`src/rtl/vrf_read_scheduler.sv`:
```
// Shares one VRF read port among NREQ credit-limited requesters with round-robin
// arbitration, and routes each fixed-latency read result back to its requester.
module vrf_read_scheduler #(
    parameter int NREQ         = 4,
    parameter int CREDITS      = 4,
    parameter int READ_LATENCY = 2
) (
    input  logic                    clock,
    input  logic                    reset,
    input  logic [NREQ-1:0]         req_valid,
    output logic [NREQ-1:0]         req_ready,
    input  logic [5*NREQ-1:0]       req_vs,
    input  logic [9*NREQ-1:0]       req_offset,
    input  logic [3*NREQ-1:0]       req_instructionIndex,
    output logic                    vrfReadRequest_valid,
    input  logic                    vrfReadRequest_ready,
    output logic [4:0]              vrfReadRequest_bits_vs,
    output logic [8:0]              vrfReadRequest_bits_offset,
    output logic [$clog2(NREQ)-1:0] vrfReadRequest_bits_readSource,
    output logic [2:0]              vrfReadRequest_bits_instructionIndex,
    input  logic [31:0]             vrfReadResult,
    output logic [NREQ-1:0]         resp_valid,
    output logic [31:0]             resp_bits,
    input  logic [NREQ-1:0]         credit_return,
    output logic                    credit_error,
    output logic                    idle
);

    localparam int IW = $clog2(NREQ);
    localparam int CW = $clog2(CREDITS + 1);

    logic [IW-1:0]   ptr;
    logic [CW-1:0]   credit [NREQ];
    logic [NREQ-1:0] eligible;
    logic [NREQ-1:0] credit_full;
    logic [IW-1:0]   winner;
    logic [IW-1:0]   search_idx;
    logic            any_eligible;
    logic            fire;
    logic            overflow;

    logic [READ_LATENCY-1:0] pipe_valid;
    logic [IW-1:0]           pipe_idx [READ_LATENCY];

    always_comb begin
        eligible    = '0;
        credit_full = '0;
        for (int i = 0; i < NREQ; i++) begin
            eligible[i]    = req_valid[i] && (credit[i] != '0);
            credit_full[i] = (credit[i] == CW'(CREDITS));
        end
    end

    // Search ascends from ptr; the index wraps naturally because NREQ is a power of two.
    always_comb begin
        winner       = '0;
        search_idx   = '0;
        any_eligible = 1'b0;
        for (int k = 0; k < NREQ; k++) begin
            search_idx = ptr + IW'(k);
            if (!any_eligible && eligible[search_idx]) begin
                winner       = search_idx;
                any_eligible = 1'b1;
            end
        end
    end

    assign fire                                 = any_eligible && vrfReadRequest_ready;
    assign vrfReadRequest_valid                 = any_eligible;
    assign vrfReadRequest_bits_vs               = req_vs[5*int'(winner) +: 5];
    assign vrfReadRequest_bits_offset           = req_offset[9*int'(winner) +: 9];
    assign vrfReadRequest_bits_instructionIndex = req_instructionIndex[3*int'(winner) +: 3];
    assign vrfReadRequest_bits_readSource       = winner;
    assign req_ready                            = fire ? (NREQ'(1) << winner) : '0;

    // A return that coincides with that requester's own fire cancels out, so it can never overflow.
    assign overflow = |(credit_return & credit_full & ~req_ready);

    always_ff @(posedge clock) begin
        if (reset) begin
            ptr <= '0;
        end else if (fire) begin
            ptr <= winner + IW'(1);
        end
    end

    always_ff @(posedge clock) begin
        if (reset) begin
            for (int i = 0; i < NREQ; i++) begin
                credit[i] <= CW'(CREDITS);
            end
            credit_error <= 1'b0;
        end else begin
            for (int i = 0; i < NREQ; i++) begin
                if (credit_return[i] && !req_ready[i] && !credit_full[i]) begin
                    credit[i] <= credit[i] + CW'(1);
                end else if (req_ready[i] && !credit_return[i]) begin
                    credit[i] <= credit[i] - CW'(1);
                end
            end
            if (overflow) begin
                credit_error <= 1'b1;
            end
        end
    end

    always_ff @(posedge clock) begin
        if (reset) begin
            pipe_valid <= '0;
        end else begin
            pipe_valid[0] <= fire;
            for (int s = 1; s < READ_LATENCY; s++) begin
                pipe_valid[s] <= pipe_valid[s-1];
            end
        end
    end

    always_ff @(posedge clock) begin
        pipe_idx[0] <= winner;
        for (int s = 1; s < READ_LATENCY; s++) begin
            pipe_idx[s] <= pipe_idx[s-1];
        end
    end

    // Masking with reset keeps a read caught by reset from being delivered in the reset cycle itself.
    assign resp_valid = (pipe_valid[READ_LATENCY-1] && !reset) ?
                        (NREQ'(1) << pipe_idx[READ_LATENCY-1]) : '0;
    assign resp_bits  = vrfReadResult;
    assign idle       = ~|pipe_valid;

endmodule

```
`config.mk`:
```
export PLATFORM = sky130hd
export DESIGN_NAME = vrf_read_scheduler
export DESIGN_NICKNAME = d
export VERILOG_FILES = /design/src/rtl/vrf_read_scheduler.sv
export SDC_FILE = /design/constraint.sdc
export NUM_CORES = 1
export LEC_CHECK = 0
export CAP_MARGIN = 15
export CORE_ASPECT_RATIO = 1.5
export CORE_UTILIZATION = 37
export CTS_CLUSTER_DIAMETER = 80
export CTS_CLUSTER_SIZE = 28
export DETAILED_ROUTE_END_ITERATION = 16
export PLACE_DENSITY = 0.89
export SKIP_CTS_REPAIR_TIMING = 1
export SLEW_MARGIN = 0
export SYNTH_ARGS = -nofsm -noshare
export SYNTH_HDL_FRONTEND = slang
export SYNTH_SLANG_ARGS = --single-unit
```
`constraint.sdc`:
```
create_clock -name clock -period 7.15 [get_ports clock]
set_input_delay 1.0725 -clock clock [delete_from_list [all_inputs] [get_ports clock]]
set_output_delay 1.0725 -clock clock [all_outputs]
set_load 0.005 [all_outputs]
```
==> run_results.csv <==
group,metric,value,unit
outcome,run_status,"completed",
placed_design,place.gp.congestion,0.894,
clock_tree,clkLatencyLatePin,260,ps
sta,setup_viol,0,
drt,top_layer_used,"met4",
drt,wl_met1,2290,um
drt,num_vias,2015,
clock_tree,cts_buffers,3,
setup_path,cp-endpoint,"vrfReadRequest_bits_vs[1]",
sta,finalWorstSetupSlack,2110,ps
drt,wire_per_inst,15.5,um
floorplanning,start_util,38.2,%
clock_tree,clk_path_buf_depth,2,
power_and_ir_drop,p_total,0.490,mW
global_route,globalRouteTotalUtil,18.1,%
floorplanning,io_pins,173,
floorplanning,coreArea,5740,sq um
global_route,grt_pass1_vias,1901,
setup_path,worstReg2RegEnd,"credit[0][2]",
placed_design,detailed_place_hpwl,4730,um
synth,synth.net_count,359,
synth,synthAdderAreaFrac,4.45,%
synth,synth_edf_count,12,
sta,worst_pin_slew,1060,ps
synth,syn_area,2190,sq um
clock_tree,clkSlewWorstSetupHoldPaths,70,ps
power_and_ir_drop,power.static_leakage,1.27,nW
synth,synth_top_area_cell,"mux2i_1",
sta,period_minus_slack,5040,ps
power_and_ir_drop,ir_drop,0.0720,mV
global_route,grt_antenna_before_repair,0,
drt,final_antenna_net_count,0,
synth,synth_top_area_share,23.7,%
synth,synth-compound-area-share,12.6,%
sta,hold_ws,332,ps
flow_run,drv_cap,0,
setup_path,reg2reg_slack,3010,ps
clock_tree,root_buffer,"clkbuf_8",
floorplanning,chipWidth,64.9,um
drt,wl_met2,3280,um
layout,antenna_cells,0,
sta,rsz0062_at_grt,"false",
synth,synth_cell_type_count,50,
synth,synthFlopType,"edfxtp_1",
placed_design,place_ws,2170,ps
setup_path,reg2reg_from,"credit[1][2]",
sta,finalCritPeriodShare,70.4,%
floorplanning,die_area,6250,sq um
synth,synth_xor_area_share,1.20,%
floorplanning,die_h,96.3,um
sta,fin_skew,6.64,ps
synth,synthSimpleGateAreaFrac,16.9,%
setup_path,crit_arrival,3960,ps
floorplanning,rows,34,
drt,dr.first_iter.drc_count,110,
synth,postSynthAreaPerCell,9.07,sq um
sta,slew_headroom,29.4,%
synth,synthMuxAreaShare,24.7,%
synth,ys_ff_latch,21,
drt,met3_length,301,um
global_route,gr-total-overflow,0,
min_path,min_path_type,"flop to flop",
synth,yosys_warnings,0,
setup_path,reg2reg_depth,10,
setup_path,critPathMaxFanout,35,
sta,finalSetupTns,0,ps
global_route,grt_pass1_wl,8710,um
synth,synth_top_family_by_area,"multiplexers",
sta,max_freq,0.199,GHz
drt,drt_wl_total,5970,um
setup_path,cp-end-kind,"primary output",
setup_path,required,6080,ps
drt,drc,0,
synth,syn_inst,242,
setup_path,critPathKind,"input pin to primary output",
setup_path,start_kind,"input pin",
synth,yosysSeqAreaShare,24.6,%
layout,nets,431,
clock_tree,cts_tree,"done",
synth,synthArstFlopShare,0,%
synth,yosys-top-cells-area,"mux2i_1 (24%), edfxtp_1 (16%), buf_4 (11%)",
power_and_ir_drop,p_per_area,156,nW/um^2
layout,area_delta_synth_final,42.8,%
global_route,grt_max_degree,36,
layout,drive_gt1_share,5.11,%
drt,vias_per_cell,5.23,
setup_path,critical_path.startpoint,"req_valid[1]",
drt,drt-pass1-iter-count,6,
placed_design,port-buffer-count,108,
sta,final_max_slew_viol_count,0,
clock_tree,cts.sinks,21,
sta,finalHoldViolCount,0,
clock_tree,cts_htree_levels,1,
[registers in the layout (all words and copies together) (netlist names)]
name	cells
ptr	2
credit	12
pipe_idx	4
credit_error	1
pipe_valid	2
[power by group]
part / leakage (nW) / switching, mW / internal, mW
clock network: 0.0255 / 0.0379 / 0.0388
logic: 1.05 / 0.105 / 0.147
registers: 0.191 / 0.0162 / 0.145
total: 1.27 / 0.159 / 0.331
[Yosys cell counts, types with 2 or more instances]
master,number
o31ai_4,2
inv_1,13
mux2i_1,52
nand2_1,14
a2bb2oi_1,2
buf_2,4
nor3b_1,2
xor2_1,2
nor2b_1,3
nand3_1,3
a31oi_1,2
edfxtp_1,12
a211oi_1,3
buf_4,33
o2111ai_1,2
nor2_1,13
a21oi_1,4
and3_1,2
fa_1,3
or3_1,7
mux2_2,2
clkbuf_1,4
or2_2,2
nand3b_1,4
or4_1,2
nand4_1,4
a21o_1,3
nor3_1,7
ha_1,3
dfxtp_1,9
nand2b_1,5
[area by class of cell]
type                       count  area, sq um
inverter                      14         52.6
tap                           72         90.1
clock buffer                   3         41.3
multi-input combinational    165         1320
clock inverter                 1         5.00
fill                         533         2610
sequential                    21          541
timing repair buffer         109         1090
[cell families (layout without fill, tap and decap cells)]
family | after synthesis | after routing
compound gates | 32 | 32
xor+xnor | 3 | 3
fa+ha+maj | 6 | 6
buf+inv | 56 | 127
flops | 21 | 21
mux | 54 | 54
simple gates | 70 | 70
[metal layers]
metal,GRT usage [%],vias up
li1,-,989
met1,20.3,932
met2,33.4,82
met3,2.37,12
met4,7.96,0
met5,0,-
[stage by stage]
step	util, %	instance area (sq um)	cells
after CTS	54.6	3130	385
after floorplan	-	2190	242
after global routing	54.6	3130	385
after global placement	53.8	3090	381
after detailed placement	53.8	3090	381
final	54.6	3130	385
[worst min path at each step]
stage | start | end | slack (ps) | depth (start not counted)
after global placement | pipe_idx[0][1] | pipe_idx[0][3] | 310 | 0
after global routing | pipe_idx[0][0] | pipe_idx[0][2] | 340 | 0
after floorplan | pipe_idx[0][0] | pipe_idx[0][2] | 310 | 0
final | pipe_idx[0][1] | pipe_idx[0][3] | 330 | 0
after CTS | pipe_idx[0][0] | pipe_idx[0][2] | 340 | 0
after detailed placement | pipe_idx[0][1] | pipe_idx[0][3] | 320 | 0
[worst max-delay path, cell delays in order]
cell             delay [ps]
clkdlybuf4s50_1         570
o31ai_4                 130
nor3b_1                 170
a211oi_2                290
nand2_2                 660
mux2i_1                 290
mux2i_1                 220
clkdlybuf4s50_1         530
[cells in the final DEF, fill, tap and decap left out, types with 3 or more instances in the layout]
cell type / instances
a21oi_1: 4
a211oi_1: 3
nand3_1: 3
nor2b_1: 3
mux2i_1: 52
dfxtp_1: 9
nand3b_1: 4
clkbuf_8: 3
inv_1: 13
nand4_1: 4
nor2_1: 13
edfxtp_1: 12
nand2_1: 13
a21o_1: 3
or3_1: 7
fa_1: 3
nand2b_1: 5
nor3_1: 7
clkdlybuf4s50_1: 108
ha_1: 3
(Power assumes the default switching activity.)
